[src/rtl/pa_mem_pkg.sv]
// Shared encodings and default sizing for the processing-array memory arbiter.
// Owner and read-ID codes are used by the arbiter top and its read-ID FIFO.
package pa_mem_pkg;

    localparam int ADDR_W_DEF    = 32;
    localparam int DATA_W_DEF    = 32;
    localparam int BURST_MAX_DEF = 16;
    localparam int MAX_OUTST_DEF = 4;

    typedef enum logic [1:0] {
        OWN_W = 2'd0,
        OWN_D = 2'd1,
        OWN_O = 2'd2
    } owner_e;

    typedef enum logic {
        RID_W = 1'b0,
        RID_D = 1'b1
    } rid_e;

    // Round-robin successor: W -> D -> O -> W.
    function automatic owner_e next_owner(input owner_e cur);
        case (cur)
            OWN_W:   return OWN_D;
            OWN_D:   return OWN_O;
            default: return OWN_W;
        endcase
    endfunction

endpackage

[src/rtl/pa_rid_fifo.sv]
// Small synchronous FIFO of 1-bit read IDs; remembers which requester owns
// each outstanding read so responses can be routed back in issue order.
module pa_rid_fifo
    import pa_mem_pkg::*;
#(
    parameter int DEPTH = MAX_OUTST_DEF
) (
    input  logic                     clk,
    input  logic                     rst_n,
    input  logic                     i_push,
    input  rid_e                     i_push_id,
    input  logic                     i_pop,
    output rid_e                     o_head,
    output logic [$clog2(DEPTH):0]   o_count,
    output logic                     o_full,
    output logic                     o_empty
);

    localparam int PTR_W = $clog2(DEPTH);
    localparam int CNT_W = PTR_W + 1;

    rid_e             r_mem [DEPTH];
    logic [PTR_W-1:0] r_wr_ptr;
    logic [PTR_W-1:0] r_rd_ptr;
    logic [CNT_W-1:0] r_count;

    logic w_do_push;
    logic w_do_pop;

    assign w_do_push = i_push & ~o_full;
    assign w_do_pop  = i_pop & ~o_empty;

    // NOTE: storage needs no reset; entries are only read once the pointers say they were written.
    always_ff @(posedge clk) begin
        if (w_do_push) begin
            r_mem[r_wr_ptr] <= i_push_id;
        end
    end

    // NOTE: sequential state uses non-blocking assignments so all flops update from pre-edge values.
    always_ff @(posedge clk or negedge rst_n) begin
        if (!rst_n) begin
            r_wr_ptr <= '0;
            r_rd_ptr <= '0;
            r_count  <= '0;
        end else begin
            if (w_do_push) begin
                r_wr_ptr <= r_wr_ptr + PTR_W'(1);
            end
            if (w_do_pop) begin
                r_rd_ptr <= r_rd_ptr + PTR_W'(1);
            end
            case ({w_do_push, w_do_pop})
                2'b10:   r_count <= r_count + CNT_W'(1);
                2'b01:   r_count <= r_count - CNT_W'(1);
                default: r_count <= r_count;
            endcase
        end
    end

    assign o_head  = r_mem[r_rd_ptr];
    assign o_count = r_count;
    assign o_full  = (r_count == CNT_W'(DEPTH));
    assign o_empty = (r_count == '0);

endmodule

[src/rtl/pa_mem_arbiter.sv]
// Round-robin arbiter sharing one memory port between weight reads (W), data
// reads (D) and result writes (O), with burst bounding and in-order read routing.
module pa_mem_arbiter
    import pa_mem_pkg::*;
#(
    parameter int ADDR_W    = ADDR_W_DEF,
    parameter int DATA_W    = DATA_W_DEF,
    parameter int BURST_MAX = BURST_MAX_DEF,
    parameter int MAX_OUTST = MAX_OUTST_DEF
) (
    input  logic                        clk,
    input  logic                        rst_n,
    input  logic                        w_req,
    input  logic [ADDR_W-1:0]           w_addr,
    output logic                        w_ack,
    output logic                        w_rvalid,
    input  logic                        d_req,
    input  logic [ADDR_W-1:0]           d_addr,
    output logic                        d_ack,
    output logic                        d_rvalid,
    input  logic                        o_req,
    input  logic [ADDR_W-1:0]           o_addr,
    input  logic [DATA_W-1:0]           o_wdata,
    output logic                        o_ack,
    output logic [DATA_W-1:0]           rdata,
    output logic                        mem_req,
    output logic                        mem_we,
    output logic [ADDR_W-1:0]           mem_addr,
    output logic [DATA_W-1:0]           mem_wdata,
    input  logic                        mem_gnt,
    input  logic [DATA_W-1:0]           mem_rdata,
    input  logic                        mem_rvalid,
    output logic [$clog2(MAX_OUTST):0]  outst_cnt,
    output logic                        err_rsp
);

    localparam int CNT_W = $clog2(MAX_OUTST) + 1;
    localparam int BC_W  = $clog2(BURST_MAX + 1);

    owner_e           r_last_owner;
    logic [BC_W-1:0]  r_burst_cnt;
    logic             r_hold;
    owner_e           r_hold_owner;
    logic             r_err_rsp;

    logic [3:0]       w_elig;
    logic             w_others;
    owner_e           w_sel;
    owner_e           w_cand;
    logic             w_sel_valid;
    logic             w_accept;

    logic             w_fifo_push;
    logic             w_fifo_pop;
    rid_e             w_fifo_push_id;
    rid_e             w_fifo_head;
    logic [CNT_W-1:0] w_fifo_count;
    logic             w_fifo_full;
    logic             w_fifo_empty;

    // Reads are throttled by the outstanding count; writes never are.
    assign w_elig   = {1'b0, o_req, d_req & ~w_fifo_full, w_req & ~w_fifo_full};
    assign w_others = |(w_elig & ~(4'b0001 << r_last_owner));

    // NOTE: every combinational output gets a default first so no latch is inferred.
    always_comb begin
        w_sel       = OWN_W;
        w_sel_valid = 1'b0;
        w_cand      = r_last_owner;
        if (r_hold && w_elig[r_hold_owner]) begin
            w_sel       = r_hold_owner;
            w_sel_valid = 1'b1;
        end else if ((r_burst_cnt != '0) && w_elig[r_last_owner] &&
                     ((r_burst_cnt < BC_W'(BURST_MAX)) || !w_others)) begin
            w_sel       = r_last_owner;
            w_sel_valid = 1'b1;
        end else begin
            for (int k = 0; k < 3; k++) begin
                w_cand = next_owner(w_cand);
                if (!w_sel_valid && w_elig[w_cand]) begin
                    w_sel       = w_cand;
                    w_sel_valid = 1'b1;
                end
            end
        end
    end

    always_comb begin
        case (w_sel)
            OWN_W:   mem_addr = w_addr;
            OWN_D:   mem_addr = d_addr;
            default: mem_addr = o_addr;
        endcase
    end

    assign mem_req   = rst_n & w_sel_valid;
    assign mem_we    = (w_sel == OWN_O);
    assign mem_wdata = o_wdata;
    assign w_accept  = mem_req & mem_gnt;

    assign w_ack = w_accept & (w_sel == OWN_W);
    assign d_ack = w_accept & (w_sel == OWN_D);
    assign o_ack = w_accept & (w_sel == OWN_O);

    assign w_fifo_push    = w_accept & (w_sel != OWN_O);
    assign w_fifo_push_id = (w_sel == OWN_D) ? RID_D : RID_W;
    assign w_fifo_pop     = mem_rvalid & ~w_fifo_empty;

    pa_rid_fifo #(
        .DEPTH (MAX_OUTST)
    ) u_rid_fifo (
        .clk       (clk),
        .rst_n     (rst_n),
        .i_push    (w_fifo_push),
        .i_push_id (w_fifo_push_id),
        .i_pop     (w_fifo_pop),
        .o_head    (w_fifo_head),
        .o_count   (w_fifo_count),
        .o_full    (w_fifo_full),
        .o_empty   (w_fifo_empty)
    );

    assign rdata     = mem_rdata;
    assign w_rvalid  = rst_n & w_fifo_pop & (w_fifo_head == RID_W);
    assign d_rvalid  = rst_n & w_fifo_pop & (w_fifo_head == RID_D);
    assign outst_cnt = w_fifo_count;
    assign err_rsp   = r_err_rsp;

    // A refused request locks its owner for the next cycle so the port stays stable.
    always_ff @(posedge clk or negedge rst_n) begin
        if (!rst_n) begin
            r_last_owner <= OWN_O;
            r_burst_cnt  <= '0;
            r_hold       <= 1'b0;
            r_hold_owner <= OWN_O;
            r_err_rsp    <= 1'b0;
        end else begin
            r_hold       <= mem_req & ~mem_gnt;
            r_hold_owner <= w_sel;
            if (mem_rvalid && w_fifo_empty) begin
                r_err_rsp <= 1'b1;
            end
            if (w_accept) begin
                if (w_sel == r_last_owner) begin
                    if (r_burst_cnt < BC_W'(BURST_MAX)) begin
                        r_burst_cnt <= r_burst_cnt + BC_W'(1);
                    end
                end else begin
                    r_burst_cnt  <= BC_W'(1);
                    r_last_owner <= w_sel;
                end
            end
        end
    end

endmodule

[config.mk]
export PLATFORM = sky130hd
export DESIGN_NAME = pa_mem_arbiter
export DESIGN_NICKNAME = d
export VERILOG_FILES = /design/src/rtl/pa_mem_pkg.sv /design/src/rtl/pa_rid_fifo.sv /design/src/rtl/pa_mem_arbiter.sv
export SDC_FILE = /design/constraint.sdc
export NUM_CORES = 1
export LEC_CHECK = 0
export CAP_MARGIN = 40
export CELL_PAD_IN_SITES_DETAIL_PLACEMENT = 0
export CELL_PAD_IN_SITES_GLOBAL_PLACEMENT = 1
export CORE_MARGIN = 3
export CORE_UTILIZATION = 22
export DETAILED_ROUTE_END_ITERATION = 10
export PLACE_DENSITY = 0.92
export SYNTH_ARGS = -nofsm -noshare
export SYNTH_HDL_FRONTEND = slang
export SYNTH_HIERARCHICAL = 1
export SYNTH_SLANG_ARGS = --single-unit
[constraint.sdc]
create_clock -name clk -period 9.85 [get_ports clk]
set_input_delay 1.97 -clock clk [delete_from_list [all_inputs] [get_ports clk]]
set_output_delay 1.97 -clock clk [all_outputs]
set_load 0.1 [all_outputs]
==> metrics, run 1 <==
multiplexer share of the synthesized area=0.0233; maximum fanout count along the critical path=39; Hold WS=457 ps; fraction of layout instances using a drive strength above 1=0.230; Max stage delay cell, worst path=sky130_fd_sc_hd__clkdlybuf4s50_1; met2 layer usage reported by global route=0.211; area enclosed by the die boundary=14900 µm²; Horiz. Die Dim=122 µm; Post-CTS Repair Setup Buffers=0; # DRC=0; adder-cell area share of the yosys netlist=0.0364; wire length of the first global-routing pass=14300 µm; worst hold path type=flop to flop; clock tree skew after final layout=6.16 ps; total grt overflow=0; average via count per standard cell=4.40; Core Region=12900 µm²; CP peak stage delay=620 ps; mapped cell area=2960 µm²; synthesized area divided by synthesized cell count=8.72 µm²; layer with the highest usage after global routing=met2; synthesized-area fraction occupied by xor and xnor cells=0.0207; signed area change from the synthesized netlist to the final layout=63.2%; element type at the critical path start=input port; Compound-Gate Fraction of Synth Area=0.274; end of the worst register-to-register path=u_rid_fifo/o_count[1]$_DFFE_PN0P_; start-to-end type of the worst setup path=input port to output port; Clk pin slew, worst setup/hold paths=60 ps; part of the Yosys area used for sequential elements=0.194; Critical R2R Launch=r_burst_cnt[0]$_DFFE_PN0P_; Critical path origin=o_req; worst-skew pair later-pin latency=260 ps; max-capacitance violation count=0; starting density of the core=0.230; first-pass iteration count of the detailed router=5; area fraction in and, or, nand and nor cells after synthesis=0.139; unrepaired setup endpoints after global routing=false; maximum number of pins on one net before global-route repair=40; HPWL after DPL=7550 µm; RD Place Congestion=0.864; CP required=7880 ps; layout net count=633; number of antenna violations at the first check in global routing=0; capturing instance or port of the critical path=mem_addr[20]; cell repeated most along the worst path=sky130_fd_sc_hd__clkdlybuf4s50_1; met1 usage in global routing=0.140; measured slew at the worst slew-check pin=789 ps; met3 usage=0.0376; number of port buffers=145; critical hold path startpoint=err_rsp$_DFFE_PN0P_; Detailed Route Iter0 Violations=136; count of flip-flops with a built-in enable after synthesis=4; hold buffer count at cts=0; number of cell rows=41; Register-to-Register Setup Slack=6190 ps; number of buffers added by the clock tree synthesis step=3; fraction of registers with async set/reset=0.818; TritonCTS clock tree=done; Top-Level Pins=274; number of distinct standard cells referenced by the synthesized netlist=64; max-slew headroom at the worst pin=0.473; H-tree level count=1; post-route ant nets=0; combinational family with the most area after synthesis=buffers and inverters; GRT Util Overall=0.118; root buffer cell=sky130_fd_sc_hd__clkbuf_16; fin. max-slew vios=0; number of endpoints with negative hold slack in the final report=0; Post-CTS Resized=0; Mapped Cells=339; outcome=completed; setup violators final=0; highest clock frequency the design can meet=133 MHz; count of clock tree sinks=22; number of register bits inferred by synthesis=22; total number of vias=2766; category of the worst setup path capture point=output port; utilization after layout=0.375; fin crit share=0.761; final period demand of the worst path=7490 ps; reg2reg path depth=15; Synth Net Count=514; most frequently used flop master after synthesis=sky130_fd_sc_hd__dfrtp_1; Die Span Y=122 µm; Antenna Cells=0; vias in the first global route=3000; total length of routed wires=9280 µm; critical path arrival=5520 ps; critical path cell sequence=clkdlybuf4s50_1, nand4b_1, o41a_4, nor2_1, a31oi_4, buf_4, nand3b_4, o221ai_2, clkdlybuf4s50_1, buf_16; YS warnings=6; mean routed wirelength per cell=14.8 µm; clock buffer depth=2; final setup TNS=0 ps
-- layer usage --
| metal | share of wire | wire length, µm |
|---|---|---|
| met1 | 0.38 | 3540 |
| met3 | 0.073 | 680 |
| met5 | 0 | 0 |
| met4 | 0.013 | 118 |
| met2 | 0.53 | 4940 |
-- worst min-delay path by stage --
| stage | end | slack [ps] | cells after the start |
|---|---|---|---|
| finish | err_rsp$_DFFE_PN0P_ | 460 | 1 |
| detailed placement | err_rsp$_DFFE_PN0P_ | 450 | 1 |
| global placement | err_rsp$_DFFE_PN0P_ | 440 | 1 |
| CTS | err_rsp$_DFFE_PN0P_ | 470 | 1 |
| global route | err_rsp$_DFFE_PN0P_ | 490 | 1 |
| floorplan | u_rid_fifo/r_rd_ptr[1]$_DFFE_PN0P_ | 450 | 1 |
-- worst max-delay path: cells and delay by family --
kind	cells	cell delay (ps)
AOI/OAI and AO/OA	3	660
buffers and inverters	4	1680
and+or+nand+nor	3	1170
-- logic make-up (layout without fill, tap and decap cells) --
family                     Yosys count  in the layout
muxes                                5              5
AOI/OAI and AO/OA                   68             68
xor gates and xnor gates             7              7
buffers and inverters              155            273
adders and majority gates            8              8
DFF                                 22             22
and+or+nand+nor                     74             74
-- cells in the final DEF, fill, tap and decap left out, drive strengths merged, types with 2 or more instances in the layout --
master         synthesis  final
a21o                   3      3
a21oi                  4      4
a31oi                  3      3
a41oi                  3      3
and2                   8      8
buf                   74     45
clkbuf                 2      3
clkdlybuf4s50          0    145
dfrtp                 16     16
dfstp                  2      2
edfxtp                 4      4
ha                     7      7
inv                   79     79
mux2                   2      2
mux2i                  2      2
nand2                 38     38
nand2b                 2      2
nand4b                 4      4
nor2                   8      8
nor2b                  4      4
nor3                   3      3
nor3b                  2      2
o211ai                 2      2
o21ai                  4      4
o221ai                32     32
o22ai                  3      3
o311ai                 2      2
o31a                   2      2
xnor2                  4      4
xor2                   3      3
-- final cells by class --
type | instances | area [µm²]
Tap cell | 172 | 215
Sequential cell | 22 | 573
Fill cell | 1240 | 8050
Clock inverter | 1 | 3.75
Inverter | 79 | 299
Timing Repair Buffer | 190 | 2200
Multi-Input combinational cell | 162 | 1460
Clock buffer | 3 | 75.1
-- cell usage after synthesis (3+ instances only) --
cell type                  count  share of area
sky130_fd_sc_hd__buf_12        4          0.027
sky130_fd_sc_hd__o221ai_2     30           0.15
sky130_fd_sc_hd__a41oi_1       3         0.0089
sky130_fd_sc_hd__nand4b_1      4          0.012
sky130_fd_sc_hd__inv_1        78          0.099
sky130_fd_sc_hd__dfrtp_1      16           0.14
sky130_fd_sc_hd__ha_1          7          0.030
sky130_fd_sc_hd__buf_6         4          0.015
sky130_fd_sc_hd__xor2_1        3         0.0089
sky130_fd_sc_hd__nand2_1      38          0.048
sky130_fd_sc_hd__and2_1        4         0.0085
sky130_fd_sc_hd__edfxtp_1      4          0.041
sky130_fd_sc_hd__xnor2_1       4          0.012
sky130_fd_sc_hd__nor2_1        7         0.0089
sky130_fd_sc_hd__a21oi_1       4         0.0068
sky130_fd_sc_hd__o22ai_1       3         0.0063
sky130_fd_sc_hd__buf_4        65           0.17
-- state kept, by name (all words and copies together) (netlist names) --
| name | flops |
|---|---|
| u_rid_fifo/o_count | 3 |
| u_rid_fifo/r_rd_ptr | 2 |
| r_last_owner | 2 |
| err_rsp | 1 |
| r_burst_cnt | 5 |
| r_hold_owner | 2 |
| r_hold | 1 |
| u_rid_fifo/r_wr_ptr | 2 |
| u_rid_fifo/r_mem | 4 |
-- per-stage QoR --
stage	area [µm²]	setup slack (ps)	instances
2_1_floorplan	2960	3320	339
3_3_place_gp	4010	1980	582
3_5_place_dp	4750	2310	625
4_1_cts	4820	2310	629
5_1_grt	4820	2060	629
6_report	4820	2360	629
Power of run 1 is not shown: default switching activity piles up to over one toggle a cycle in this logic, so the estimate is an artifact.
==> run 2, diff against run 1 <==
--- a/config.mk
+++ b/config.mk
@@ -9,9 +9,9 @@
 export CELL_PAD_IN_SITES_DETAIL_PLACEMENT = 0
 export CELL_PAD_IN_SITES_GLOBAL_PLACEMENT = 1
 export CORE_MARGIN = 3
-export CORE_UTILIZATION = 22
+export CORE_UTILIZATION = 19
 export DETAILED_ROUTE_END_ITERATION = 10
-export PLACE_DENSITY = 0.92
+export PLACE_DENSITY = 0.85
 export SYNTH_ARGS = -nofsm -noshare
 export SYNTH_HDL_FRONTEND = slang
 export SYNTH_HIERARCHICAL = 1
==> constraint.sdc (replaced) <==
create_clock -name clk -period 6.1 [get_ports clk]
set_input_delay 1.22 -clock clk [delete_from_list [all_inputs] [get_ports clk]]
set_output_delay 1.22 -clock clk [all_outputs]
set_load 0.1 [all_outputs]
==> metrics, run 2 (synthesized netlist as in run 1, its figures left out) <==
post-route ant nets=0 (unchanged); RD Place Congestion=0.839 (was 0.864); critical path arrival=4080 ps (was 5520 ps); fin. max-slew vios=0 (unchanged); most common library cell in the layout ignoring fill and taps=sky130_fd_sc_hd__clkdlybuf4s50_1 (unchanged); count of clock tree sinks=22 (unchanged); worst hold path type=flop to flop (unchanged); fin crit share=0.869; root buffer cell=sky130_fd_sc_hd__clkbuf_16 (unchanged); number of port buffers=145 (unchanged); clock tree skew after final layout=2.78 ps (was 6.16 ps); Layout fillers=1546 (was 1240); starting density of the core=0.199 (was 0.230); Core Region=14900 µm² (was 12900 µm²); maximum fanout count along the critical path=25 (was 39); area of the multi-input gates=1460 µm² (unchanged); final setup TNS=0 ps (unchanged); amount of wire on met3 after detailed routing=1050 µm (was 680 µm); number of buffers added by the clock tree synthesis step=3 (unchanged); total number of vias=2581 (was 2766); area enclosed by the die boundary=17100 µm² (was 14900 µm²); met2 wire len=4700 µm (was 4940 µm); first-pass iteration count of the detailed router=4 (was 5); unrepaired setup endpoints after global routing=false (unchanged); setup violators final=0 (unchanged); Clk pin slew, worst setup/hold paths=60 ps (about the same); register with the highest flop count=r_burst_cnt (unchanged); fraction of layout instances using a drive strength above 1=0.252 (was 0.230); signed area change from the synthesized netlist to the final layout=52.0% (was 63.2%); highest clock frequency the design can meet=189 MHz; total grt overflow=0 (unchanged); element type at the critical path start=input port (unchanged); GRT Util Overall=0.101 (was 0.118); total length of routed wires=9440 µm (was 9280 µm); Hold WS=464 ps (was 457 ps); Sequential cell area=573 µm² (unchanged); hold buffer count at cts=0 (unchanged); max-capacitance violation count=0 (unchanged); layout net count=596 (was 633); number of cell rows=44 (was 41); average via count per standard cell=4.27 (was 4.40); cell depth of the worst hold path=1 (unchanged); wire length of the first global-routing pass=13600 µm (was 14300 µm); number of endpoints with negative hold slack in the final report=0 (unchanged); reg2reg path depth=15 (unchanged); Horiz. Die Dim=131 µm (was 122 µm); Post-CTS Repair Setup Buffers=0 (unchanged); vias in the first global route=2653 (was 3000); mean routed wirelength per cell=15.6 µm (was 14.8 µm); start-to-end type of the worst setup path=input port to output port (unchanged); number of antenna violations at the first check in global routing=0 (unchanged); Post-CTS Resized=0 (unchanged); worst-skew pair later-pin latency=250 ps (was 260 ps); HPWL after DPL=7720 µm (was 7550 µm); clock buffer depth=2 (unchanged); TritonCTS clock tree=done (unchanged); max-slew headroom at the worst pin=0.456 (was 0.473); H-tree level count=1 (unchanged); Die Span Y=131 µm (was 122 µm); CP required=4880 ps (was 7880 ps); # DRC=0 (unchanged); outcome=completed (unchanged); metal1 wirelength=3590 µm (was 3540 µm); maximum number of pins on one net before global-route repair=39 (was 40); Top-Level Pins=274 (unchanged); category of the worst setup path capture point=output port (unchanged); top library cells by usage in the layout, fill and taps aside=sky130_fd_sc_hd__clkdlybuf4s50_1 (107), sky130_fd_sc_hd__inv_1 (78), sky130_fd_sc_hd__nand2_1 (38) (was sky130_fd_sc_hd__clkdlybuf4s50_1 (145), sky130_fd_sc_hd__inv_1 (78), sky130_fd_sc_hd__nand2_1 (38)); Detailed Route Iter0 Violations=132 (was 136); top layer used by detailed routing=met4 (unchanged); measured slew at the worst slew-check pin=815 ps (was 789 ps); Antenna Cells=0 (unchanged); flip-flop count of the largest register, all copies and words added=5 (unchanged); final period demand of the worst path=5300 ps
## run 2: cell types whose count changed in the layout (fill, tap and decap cells not counted), sizes merged
cell / before / now
buf: 45 / 46
clkdlybuf4s50: 145 / 107
## run 2: worst max-delay path, cell delays in order
cell	delay (ps)
sky130_fd_sc_hd__clkdlybuf4s50_1	640
sky130_fd_sc_hd__nand4b_1	360
sky130_fd_sc_hd__o41a_4	260
sky130_fd_sc_hd__nor2_1	240
sky130_fd_sc_hd__a31oi_4	50
sky130_fd_sc_hd__nand3b_4	470
sky130_fd_sc_hd__buf_4	370
sky130_fd_sc_hd__o221ai_2	230
sky130_fd_sc_hd__buf_12	210
## run 2: metrics by stage
stage | util | area, µm² | setup slack, ps | instances
floorplan | - | 2960 | 975 | 339
global placement | 0.292 | 4340 | 901 | 595
detailed placement | 0.297 | 4420 | 791 | 600
CTS | 0.302 | 4490 | 783 | 604
global route | 0.302 | 4490 | 638 | 604
finish | 0.302 | 4490 | 801 | 604
## run 2: cell type report
class | count | area share
repair buffers | 153 | 0.413
multi-input cells | 162 | 0.325
clock buffers | 3 | 0.0167
inverters | 79 | 0.0665
flip-flops and latches | 22 | 0.128
clock inverters | 1 | 0.000835
well taps | 184 | 0.0512
## run 2: per-layer routing
layer,up-vias,track usage
met1,1229,0.122
met5,-,0
li1,1233,-
met2,105,0.166
met4,0,0.0200
met3,14,0.0463
## run 2: worst paths after layout
check                                      startpoint                                 to  slack (ps)
setup / recovery                                o_req                        mem_addr[2]         800
hold / removal                    err_rsp$_DFFE_PN0P_                err_rsp$_DFFE_PN0P_         460
setup reg to reg           r_burst_cnt[0]$_DFFE_PN0P_  u_rid_fifo/o_count[1]$_DFFE_PN0P_        2400
hold reg to reg                   err_rsp$_DFFE_PN0P_                err_rsp$_DFFE_PN0P_         460
max in group asynchronous                       rst_n          r_hold_owner[1]$_DFF_PN1_        4460
min in group asynchronous                       rst_n                err_rsp$_DFFE_PN0P_        1370
Power of run 2 is left out for the same reason.
